## config.mk

```make
export PLATFORM = sky130hd
export DESIGN_NAME = branch_predictor_flat
export DESIGN_NICKNAME = d
export VERILOG_FILES = /design/src/rtl/branch_predictor_pkg.sv /design/src/rtl/branch_predictor_if.sv /design/src/rtl/branch_predictor_sat_counter2.sv /design/src/rtl/branch_predictor.sv /design/src/flat_wrapper.sv
export SDC_FILE = /design/constraint.sdc
export NUM_CORES = 2
export LEC_CHECK = 0
export CAP_MARGIN = 20
export CELL_PAD_IN_SITES_DETAIL_PLACEMENT = 0
export CELL_PAD_IN_SITES_GLOBAL_PLACEMENT = 2
export CORE_UTILIZATION = 45
export CTS_CLUSTER_SIZE = 30
export DETAILED_ROUTE_END_ITERATION = 16
export DONT_BUFFER_PORTS = 1
export PLACE_DENSITY = 0.76
export SYNTH_ARGS = -nofsm -noshare
export SYNTH_HDL_FRONTEND = slang
export SYNTH_SLANG_ARGS = --single-unit
```

## constraint.sdc

```tcl
create_clock -name clk -period 13.15 [get_ports clk]
set_input_delay 2.63 -clock clk [delete_from_list [all_inputs] [get_ports clk]]
set_output_delay 2.63 -clock clk [all_outputs]
set_load 0.05 [all_outputs]
```

## src/rtl/branch_predictor_pkg.sv

```systemverilog
// Package bp_pkg: shared types and constants for the fetch-side branch predictor.
//   - Branch op codes, shared with the execute-stage resolution logic
//   - Default geometry (BP_IDX_BITS, BP_XLEN) and the BTB entry struct
//   - 2-bit counter encodings
// Optional feature macro used elsewhere in the slice: BP_STATS_EN.
package bp_pkg;
  localparam int BP_IDX_BITS = 4;
  localparam int BP_XLEN     = 32;
  localparam int BP_TAG_W    = BP_XLEN - BP_IDX_BITS - 2;

  // Branch ops as produced by execute; anything that is not JUMP_OP trains as a conditional branch.
  localparam logic [4:0] BR_BEQ  = 5'b10000;
  localparam logic [4:0] BR_BNE  = 5'b10001;
  localparam logic [4:0] BR_BLT  = 5'b10100;
  localparam logic [4:0] BR_BGE  = 5'b10101;
  localparam logic [4:0] BR_BLTU = 5'b10110;
  localparam logic [4:0] BR_BGEU = 5'b10111;
  localparam logic [4:0] JUMP_OP = 5'b11111;

  localparam logic [1:0] CTR_SNT = 2'b00;
  localparam logic [1:0] CTR_WNT = 2'b01;
  localparam logic [1:0] CTR_WT  = 2'b10;
  localparam logic [1:0] CTR_ST  = 2'b11;

  typedef struct packed {
    logic                valid;
    logic [BP_TAG_W-1:0] tag;
    logic [BP_XLEN-1:0]  target;
    logic [1:0]          ctr;
    logic                jmp;
  } btb_entry_t;
endpackage

```

## src/rtl/branch_predictor_if.sv

```systemverilog
// Fetch lookup + execute training bundle for branch_predictor.
//   master: the pipeline side (drives pc_f and the upd_* resolution fields)
//   slave : the predictor (returns pred_taken/pred_target, optional stats)
// With BP_STATS_EN defined, stat_resolved/stat_mispred are added.
interface branch_predictor_if #(parameter int XLEN = 32);
  logic [XLEN-1:0] pc_f;
  logic            pred_taken;
  logic [XLEN-1:0] pred_target;
  logic            upd_valid;
  logic [XLEN-1:0] upd_pc;
  logic [4:0]      upd_brop;
  logic            upd_taken;
  logic [XLEN-1:0] upd_target;
  logic            upd_pred_taken;
  logic [XLEN-1:0] upd_pred_target;
`ifdef BP_STATS_EN
  logic [31:0]     stat_resolved;
  logic [31:0]     stat_mispred;
`endif

  modport master (
    output pc_f, upd_valid, upd_pc, upd_brop, upd_taken, upd_target,
           upd_pred_taken, upd_pred_target,
`ifdef BP_STATS_EN
    input  stat_resolved, stat_mispred,
`endif
    input  pred_taken, pred_target
  );

  modport slave (
    input  pc_f, upd_valid, upd_pc, upd_brop, upd_taken, upd_target,
           upd_pred_taken, upd_pred_target,
`ifdef BP_STATS_EN
    output stat_resolved, stat_mispred,
`endif
    output pred_taken, pred_target
  );
endinterface

```

## src/rtl/branch_predictor_sat_counter2.sv

```systemverilog
// sat_counter2: next value of a 2-bit saturating counter.
//   ctr   - current counter
//   taken - resolved outcome (+1 when taken, -1 when not)
//   nxt   - saturated next counter
module sat_counter2 (
  input  logic [1:0] ctr,
  input  logic       taken,
  output logic [1:0] nxt
);
  import bp_pkg::*;

  always_comb begin
    nxt = ctr;
    if (taken && ctr != CTR_ST)        nxt = ctr + 2'd1;
    else if (!taken && ctr != CTR_SNT) nxt = ctr - 2'd1;
  end
endmodule

```

## src/rtl/branch_predictor.sv

```systemverilog
// branch_predictor: direct-mapped BTB with a 2-bit counter per entry.
//   clk, rst - core clock, synchronous active-high reset
//   bp       - branch_predictor_if.slave: pc_f lookup (combinational
//              pred_taken/pred_target) and upd_* training from execute
// Optional macro BP_STATS_EN adds saturating resolved/mispredict counters.
// Entry geometry comes from bp_pkg; IDX_BITS/XLEN must match its defaults.
module branch_predictor
  import bp_pkg::*;
#(
  parameter int IDX_BITS = BP_IDX_BITS,
  parameter int XLEN     = BP_XLEN
) (
  input logic               clk,
  input logic               rst,
  branch_predictor_if.slave bp
);
  localparam int NUM_ENT = 1 << IDX_BITS;
  localparam int TAG_W   = XLEN - IDX_BITS - 2;

  btb_entry_t btb [NUM_ENT];

  // Lookup: reads the current array only, so a same-cycle update is seen next cycle.
  logic [IDX_BITS-1:0] fIdx;
  logic [TAG_W-1:0]    fTag;
  logic                fHit;
  btb_entry_t          fEnt;

  assign fIdx = bp.pc_f[IDX_BITS+1:2];
  assign fTag = bp.pc_f[XLEN-1:IDX_BITS+2];
  assign fEnt = btb[fIdx];
  assign fHit = fEnt.valid && (fEnt.tag == fTag);

  assign bp.pred_taken  = fHit && (fEnt.jmp || fEnt.ctr[1]);
  assign bp.pred_target = bp.pred_taken ? fEnt.target : bp.pc_f + XLEN'(4);

  // Training
  logic [IDX_BITS-1:0] uIdx;
  logic [TAG_W-1:0]    uTag;
  logic                uHit;
  logic                uJmp;
  btb_entry_t          uEnt;
  logic [1:0]          ctrNxt;

  assign uIdx = bp.upd_pc[IDX_BITS+1:2];
  assign uTag = bp.upd_pc[XLEN-1:IDX_BITS+2];
  assign uEnt = btb[uIdx];
  assign uHit = uEnt.valid && (uEnt.tag == uTag);
  assign uJmp = (bp.upd_brop == JUMP_OP);

  sat_counter2 uCtr (
    .ctr   (uEnt.ctr),
    .taken (bp.upd_taken),
    .nxt   (ctrNxt)
  );

  always_ff @(posedge clk) begin
    if (rst) begin
      for (int i = 0; i < NUM_ENT; i++) begin
        btb[i].valid  <= 1'b0;
        btb[i].tag    <= '0;
        btb[i].target <= '0;
        btb[i].ctr    <= CTR_WNT;
        btb[i].jmp    <= 1'b0;
      end
    end else if (bp.upd_valid) begin
      if (uHit) begin
        if (uJmp) begin
          // Jumps are unconditional: pin the counter regardless of reported outcome.
          btb[uIdx].ctr    <= CTR_ST;
          btb[uIdx].jmp    <= 1'b1;
          btb[uIdx].target <= bp.upd_target;
        end else begin
          btb[uIdx].ctr <= ctrNxt;
          if (bp.upd_taken) btb[uIdx].target <= bp.upd_target;
        end
      end else if (bp.upd_taken) begin
        // Miss: overwrite whatever lives at this index.
        btb[uIdx].valid  <= 1'b1;
        btb[uIdx].tag    <= uTag;
        btb[uIdx].target <= bp.upd_target;
        btb[uIdx].jmp    <= uJmp;
        btb[uIdx].ctr    <= uJmp ? CTR_ST : CTR_WT;
      end
    end
  end

`ifdef BP_STATS_EN
  logic misPred;
  assign misPred = (bp.upd_pred_taken != bp.upd_taken) ||
                   (bp.upd_taken && (bp.upd_pred_target != bp.upd_target));

  always_ff @(posedge clk) begin
    if (rst) begin
      bp.stat_resolved <= '0;
      bp.stat_mispred  <= '0;
    end else if (bp.upd_valid) begin
      if (bp.stat_resolved != '1) bp.stat_resolved <= bp.stat_resolved + 32'd1;
      if (misPred && bp.stat_mispred != '1) bp.stat_mispred <= bp.stat_mispred + 32'd1;
    end
  end

  logic unusedBits;
  assign unusedBits = ^{bp.pc_f[1:0], bp.upd_pc[1:0]};
`else
  // Prediction inputs carried down the pipe only feed the stats counters.
  logic unusedBits;
  assign unusedBits = ^{bp.pc_f[1:0], bp.upd_pc[1:0], bp.upd_pred_taken, bp.upd_pred_target};
`endif
endmodule

```

## src/flat_wrapper.sv

```systemverilog
// flat-port wrapper written by rule: the top's interface ports become plain ports
module branch_predictor_flat import bp_pkg::*;
#(
  parameter int IDX_BITS = BP_IDX_BITS,
  parameter int XLEN     = BP_XLEN
)
  (clk, rst, bp_pc_f, bp_upd_valid, bp_upd_pc, bp_upd_brop, bp_upd_taken, bp_upd_target, bp_upd_pred_taken, bp_upd_pred_target, bp_pred_taken, bp_pred_target);
  branch_predictor_if #(.XLEN(XLEN)) bp_i ();
  input logic clk;
  input logic rst;
  input wire logic [$bits(bp_i.pc_f)-1:0] bp_pc_f;
  input wire logic [$bits(bp_i.upd_valid)-1:0] bp_upd_valid;
  input wire logic [$bits(bp_i.upd_pc)-1:0] bp_upd_pc;
  input wire logic [$bits(bp_i.upd_brop)-1:0] bp_upd_brop;
  input wire logic [$bits(bp_i.upd_taken)-1:0] bp_upd_taken;
  input wire logic [$bits(bp_i.upd_target)-1:0] bp_upd_target;
  input wire logic [$bits(bp_i.upd_pred_taken)-1:0] bp_upd_pred_taken;
  input wire logic [$bits(bp_i.upd_pred_target)-1:0] bp_upd_pred_target;
  output wire logic [$bits(bp_i.pred_taken)-1:0] bp_pred_taken;
  output wire logic [$bits(bp_i.pred_target)-1:0] bp_pred_target;
  assign bp_i.pc_f = bp_pc_f;
  assign bp_i.upd_valid = bp_upd_valid;
  assign bp_i.upd_pc = bp_upd_pc;
  assign bp_i.upd_brop = bp_upd_brop;
  assign bp_i.upd_taken = bp_upd_taken;
  assign bp_i.upd_target = bp_upd_target;
  assign bp_i.upd_pred_taken = bp_upd_pred_taken;
  assign bp_i.upd_pred_target = bp_upd_pred_target;
  assign bp_pred_taken = bp_i.pred_taken;
  assign bp_pred_target = bp_i.pred_target;
  branch_predictor #(.IDX_BITS(IDX_BITS), .XLEN(XLEN)) u_core (.clk(clk), .rst(rst), .bp(bp_i));
endmodule
```

# After elaboration in Yosys (flattened, before gate mapping)

Memory sizes are Yosys's and may differ from the RTL's.
Cells that the tools add are included.

Equal/unequal tests: 4
Mux-type cells: 34
Reductions and logical operators: 9
Bitwise logic cells: 5
Add/subtract/negate cells: 3

Operators by type and width:

| kind                                              | count |
|---|---|
| two-way mux 32 bit                                | 3 |
| two-way mux 62 bit                                | 1 |
| OR reduction 62 bit                               | 1 |
| == test 26 bit                                    | 2 |
| adder 32 x 3 -> 32 bit (second input constant)    | 1 |
| two-way mux 1 bit                                 | 24 |
| two-way mux 2 bit                                 | 4 |
| two-way mux 4 bit                                 | 2 |
| == test 5 bit (second input constant)             | 1 |
| logical AND 1 bit                                 | 5 |
| OR 1 bit                                          | 5 |
| adder 2 x 1 -> 2 bit (second input constant)      | 1 |
| inequality test 2 bit (second input constant)     | 1 |
| nonzero test 2 bit                                | 1 |
| subtractor 2 x 1 -> 2 bit (second input constant) | 1 |
| logical NOT 1 bit                                 | 1 |
| logical OR 1 bit                                  | 1 |

Memories: 1
Word-level logic and storage cells: 56
Flip-flop bits (word level): 0
Output and inout port bits: 33
RAM bits: 992

Memory list:

| memory     | depth | bits a word | read ports | clocked after Yosys merged registers in | wr ports | line                   | source |
|---|---|---|---|---|---|---|---|
| u_core.btb | 16    | 62          | 2          | 0                                       | 16       | branch_predictor.sv:20 | `btb_entry_t btb [NUM_ENT];` |

# Depth between registers and ports, before layout

An unclocked memory read counts as a cell.

Word-level depth: 11
Depth in mapped cells: 17
Depth with buffers taken out: 11

# By module

Synthesis repeated with hierarchy kept, for this count alone.

Cells, all modules: 3,615
Area total of the unflattened synthesis: 50,672.3 sq um

Modules (own cells, without submodules):

| module           | area an instance (sq um) | cells an instance | times used |
|---|---|---|---|
| branch_predictor | 50,612.3                 | 3,608             | 1 |
| sat_counter2     | 60.1                     | 7                 | 1 |

# Least setup slack after synthesis

Ideal clock, no wire load.

Path kind: input to output
Start: input bp_pc_f[2]
End: output bp_pred_taken
Arrival time: 6,659 ps
Slack: 3,861 ps
Stages: 9
Path through: clkbuf_1 -> buf_2 -> buf_2 -> mux4_2 -> mux4_2 -> xnor2_1 -> nand4_1 -> or4_1 -> nor4_1

Longest elaborated chain between the ends: 4
Elaborated cells between the ends (all ways): 5
Classes of those cells: 1 x eq/ne; 3 x reduce/logical; 1 x memory

RTL lines:

| what                     | line                   | source |
|---|---|---|
| start, declared          | flat_wrapper.sv:11     | `input wire logic [$bits(bp_i.pc_f)-1:0] bp_pc_f;` |
| memory (16 x 62 bit) (*) | n/a                    |  |
| == test 26 bit           | branch_predictor.sv:31 | `assign fHit = fEnt.valid && (fEnt.tag == fTag);` |
| logical AND 1 bit        | branch_predictor.sv:31 |  |
| logical AND 1 bit (*)    | branch_predictor.sv:33 | `assign bp.pred_taken = fHit && (fEnt.jmp \|\| fEnt.ctr[1]);` |
| end, declared            | flat_wrapper.sv:19     | `output wire logic [$bits(bp_i.pred_taken)-1:0] bp_pred_taken;` |

Mark *: on every way between the ends. The rest lies on a longest branch, timed or not.

# Final worst setup path

Start: input bp_pc_f[2]
End: output bp_pred_target[2]

Longest elaborated chain between the ends: 5
Elaborated cells between the ends (all ways): 7
Classes of those cells: 1 x add/sub; 1 x eq/ne; 1 x mux; 3 x reduce/logical; 1 x memory

RTL lines:

| what                   | line                   | source |
|---|---|---|
| memory (16 x 62 bit)   | n/a                    |  |
| == test 26 bit         | branch_predictor.sv:31 |  |
| logical AND 1 bit      | branch_predictor.sv:31 |  |
| logical AND 1 bit      | branch_predictor.sv:33 |  |
| two-way mux 32 bit (*) | branch_predictor.sv:34 | `assign bp.pred_target = bp.pred_taken ? fEnt.target : bp.pc_f + XLEN'(4);` |
| end, declared          | flat_wrapper.sv:20     | `output wire logic [$bits(bp_i.pred_target)-1:0] bp_pred_target;` |

Marks and branches as above.

==> out/results.tsv <==
metric	value	unit
synthesis.nets	3644	
clock-sinks	992	
ys.warnings.count	0	
drc	0	
cts_tree	done	
cts_setup_buffers	0	
cpPeakStageDelay	0.92	ns
n_fill_cell	9513	
dr.pass1.iters	6	
antenna_cells	0	
worst_pin_slew	1.23	ns
area_delta_synth_final	9.38	%
antenna_found_initial	7	
cts-buffers-inserted	106	
top_usage_layer	met2	
dp.cells	4681	
p_switching	1.78	mW
worst-endpoint-required	10.52	ns
cts_resized	0	
grt.met2_usage	45.1	%
status	finished, final reports clean	
ys_seq_area_share	57.5	%
max_clock_freq	111	MHz
grt_pass1_wl	246000	microns
grt_max_degree	242	
cp-start-kind	primary input	
path_class	primary input to output port	
final_nets	3433	
start_util	45.6	%
antenna_left	0	
ir_drop	0.113	mV
syn_avg_cell_area	14.7	sq um
htree_levels	3	
min_path_type	flop to flop	
clk_pin_slew	0.06	ns
finalCritPeriodShare	68.7	%
dieArea	116000	sq um
grtUsageTotal	29.9	%
met1_usage	41.9	%
ctsHoldBuffers	0	
cts-root-buf	clkbuf_16	
vias	33357	
place.gp.congestion	0.872	
slowest_stage	mux2i_1	
worstPathCellList	mux4_2, mux4_2, nand4b_1, nor4_1, nand2_2, buf_4, mux2i_1	
path_common_cell	mux4_2	
synthDistinctLibCells	62	
hold_path_depth	1	
grt_pass1_vias	33009	
fin_setup_tns	0	ns
synth-main-ff-cell	edfxtp_1	
core-area	113000	sq um
die_w	340	microns
drtIter0Drc	4720	
pwr-share-clk	41.7	%
final_cells	4877	
path_max_fanout	241	
ys_ff_latch	992	
hold_viol	0	
fin_crit	9.03	ns
grtUsageMet3	9.31	%
synth_area	51500	sq um
r2r_cells	11	
io_pins	171	
syn_inst	3503	
power.share.switching	23.4	%
std_cell_rows	123	
grt_remaining_overflow	0	
reg.largest.list	u_core.btb x992	
final_cell_mix	edfxtp_1 (976), nor3b_1 (480), mux4_2 (368)	
final_common_cell	edfxtp_1	
internal_power	5.81	mW
final_util	49.9	%
power.share.sequential	48.9	%
die_h	340	microns
async_flop_share	0	%
pwr-share-comb	9.5	%
wl_per_cell	35.8	microns
synth_edf_count	976	
rsz0062_at_grt	no	
cp.arrival	6.40	ns
fin_skew	0.0327	ns
worstSkewPairLatency	0.73	ns
drive_above_1_share	21.8	%
largest-register	u_core.btb	
power.density	135	nW/um^2
slew_viol_final	0	
port_buffers	0	
clk_path_buf_depth	3	
via_per_inst	6.84	
routed_wl	175000	microns
drv_cap	0	
p_leak	17.7	nW
relSlewSlack	18.3	%
final-setup-viol-count	0	
cp-end-kind	output port	
dp_hpwl	98700	microns
largest_reg_flops	992	
-- through the flow --
step                      area (sq um)  worst slack (ns)  power, mW  hold WS [ns]
after global placement           52600              4.36       4.45         0.462
after global routing             56400              4.38       7.76         0.498
after CTS                        56300              4.47       7.60         0.480
after detailed placement         52600              4.48       4.48         0.466
after floorplan                  51500              3.86       4.30         0.441
final                            56400              4.12       7.59         0.479
-- worst max-delay path, delay by kind of cell --
kind | cells | cell delay, ns
AND/OR/NAND/NOR | 3 | 0.73
buffers and inverters | 1 | 0.34
multiplexers | 3 | 2.27
-- worst paths after layout --
path	start	endpoint	slack [ns]
max	bp_pc_f[2]	bp_pred_target[2]	4.12
min	u_core.btb[12][61]$_SDFFE_PP1P_	u_core.btb[12][61]$_SDFFE_PP1P_	0.48
max reg2reg	u_core.btb[15][55]$_DFFE_PP_	u_core.btb[4][45]$_DFFE_PP_	7.39
min reg2reg	u_core.btb[12][61]$_SDFFE_PP1P_	u_core.btb[12][61]$_SDFFE_PP1P_	0.48
-- layout make-up --
| type | count | area, sq um | area share (%) |
|---|---|---|---|
| clock inverters | 77 | 903 | 1.60 |
| repair buffers | 95 | 798 | 1.42 |
| inverters | 18 | 67.6 | 0.120 |
| clock buffers | 116 | 2730 | 4.85 |
| well taps | 1500 | 1880 | 3.33 |
| multi-input cells | 2079 | 20300 | 36.1 |
| flip-flops and latches | 992 | 29600 | 52.6 |
-- power by group through the flow --
stage | clock [mW] | sequential (mW) | combinational (mW)
3_5_place_dp | 0 | 3.77 | 0.706
5_1_grt | 3.29 | 3.72 | 0.746
6_report | 3.16 | 3.71 | 0.720
4_1_cts | 3.19 | 3.70 | 0.709
2_1_floorplan | 0 | 3.74 | 0.559
3_3_place_gp | 0 | 3.75 | 0.698
-- logic make-up (layout without fill, tap and decap cells) --
kind of cell / after synthesis / count (layout) / share of synthesized area (%)
buffers and inverters: 432 / 306 / 3.69
AO/OA/AOI/OAI: 223 / 223 / 2.92
multiplexers: 515 / 515 / 19.0
adder cells (fa/ha/maj): 3 / 3 / 0.0729
XOR/XNOR: 81 / 81 / 1.38
flip-flops: 992 / 992 / 57.5
AND/OR/NAND/NOR: 1257 / 1257 / 15.4
-- Yosys cell counts (5+ instances only) --
library cell  count  area [sq um]
o211ai_1         16           120
clkbuf_1        263           987
a22o_1           10          87.6
xor2_1           20           175
nor3_1           24           120
buf_4            13          97.6
o21ai_0          51           255
a21o_1           15           113
nor3b_1         480          3600
or2_2            11          68.8
dfxtp_1          16           320
a221oi_1          7          61.3
buf_2           107           536
nand4_1          18           113
mux2i_1         106          1060
edfxtp_1        976         29300
or3_1             6          37.5
a31oi_1           8          50.1
buf_1            18          67.6
a211oi_1          7          52.6
a32oi_1           5          43.8
and2_1          273          1710
nand2b_1          5          31.3
xnor2_1          61           534
or2_1             7          43.8
o22ai_1          14          87.6
a22oi_1          26           195
and3_1           29           181
mux4_2          368          8290
a211o_1          16           140
nand3_1          51           255
nor2b_1           7          43.8
mux2_2           41           462
buf_6            13           146
a21oi_1          28           140
nand2_1          86           323
inv_1            13          48.8
nor4_1          138           863
nor2_1          107           402
o21ai_1          10          50.1
-- layer usage --
metal	vias up	wire length, microns
met1	17451	67900
met5	-	40
met3	297	23600
met4	4	4530
li1	13384	-
met2	2221	78700
(Power assumes the default switching activity.)
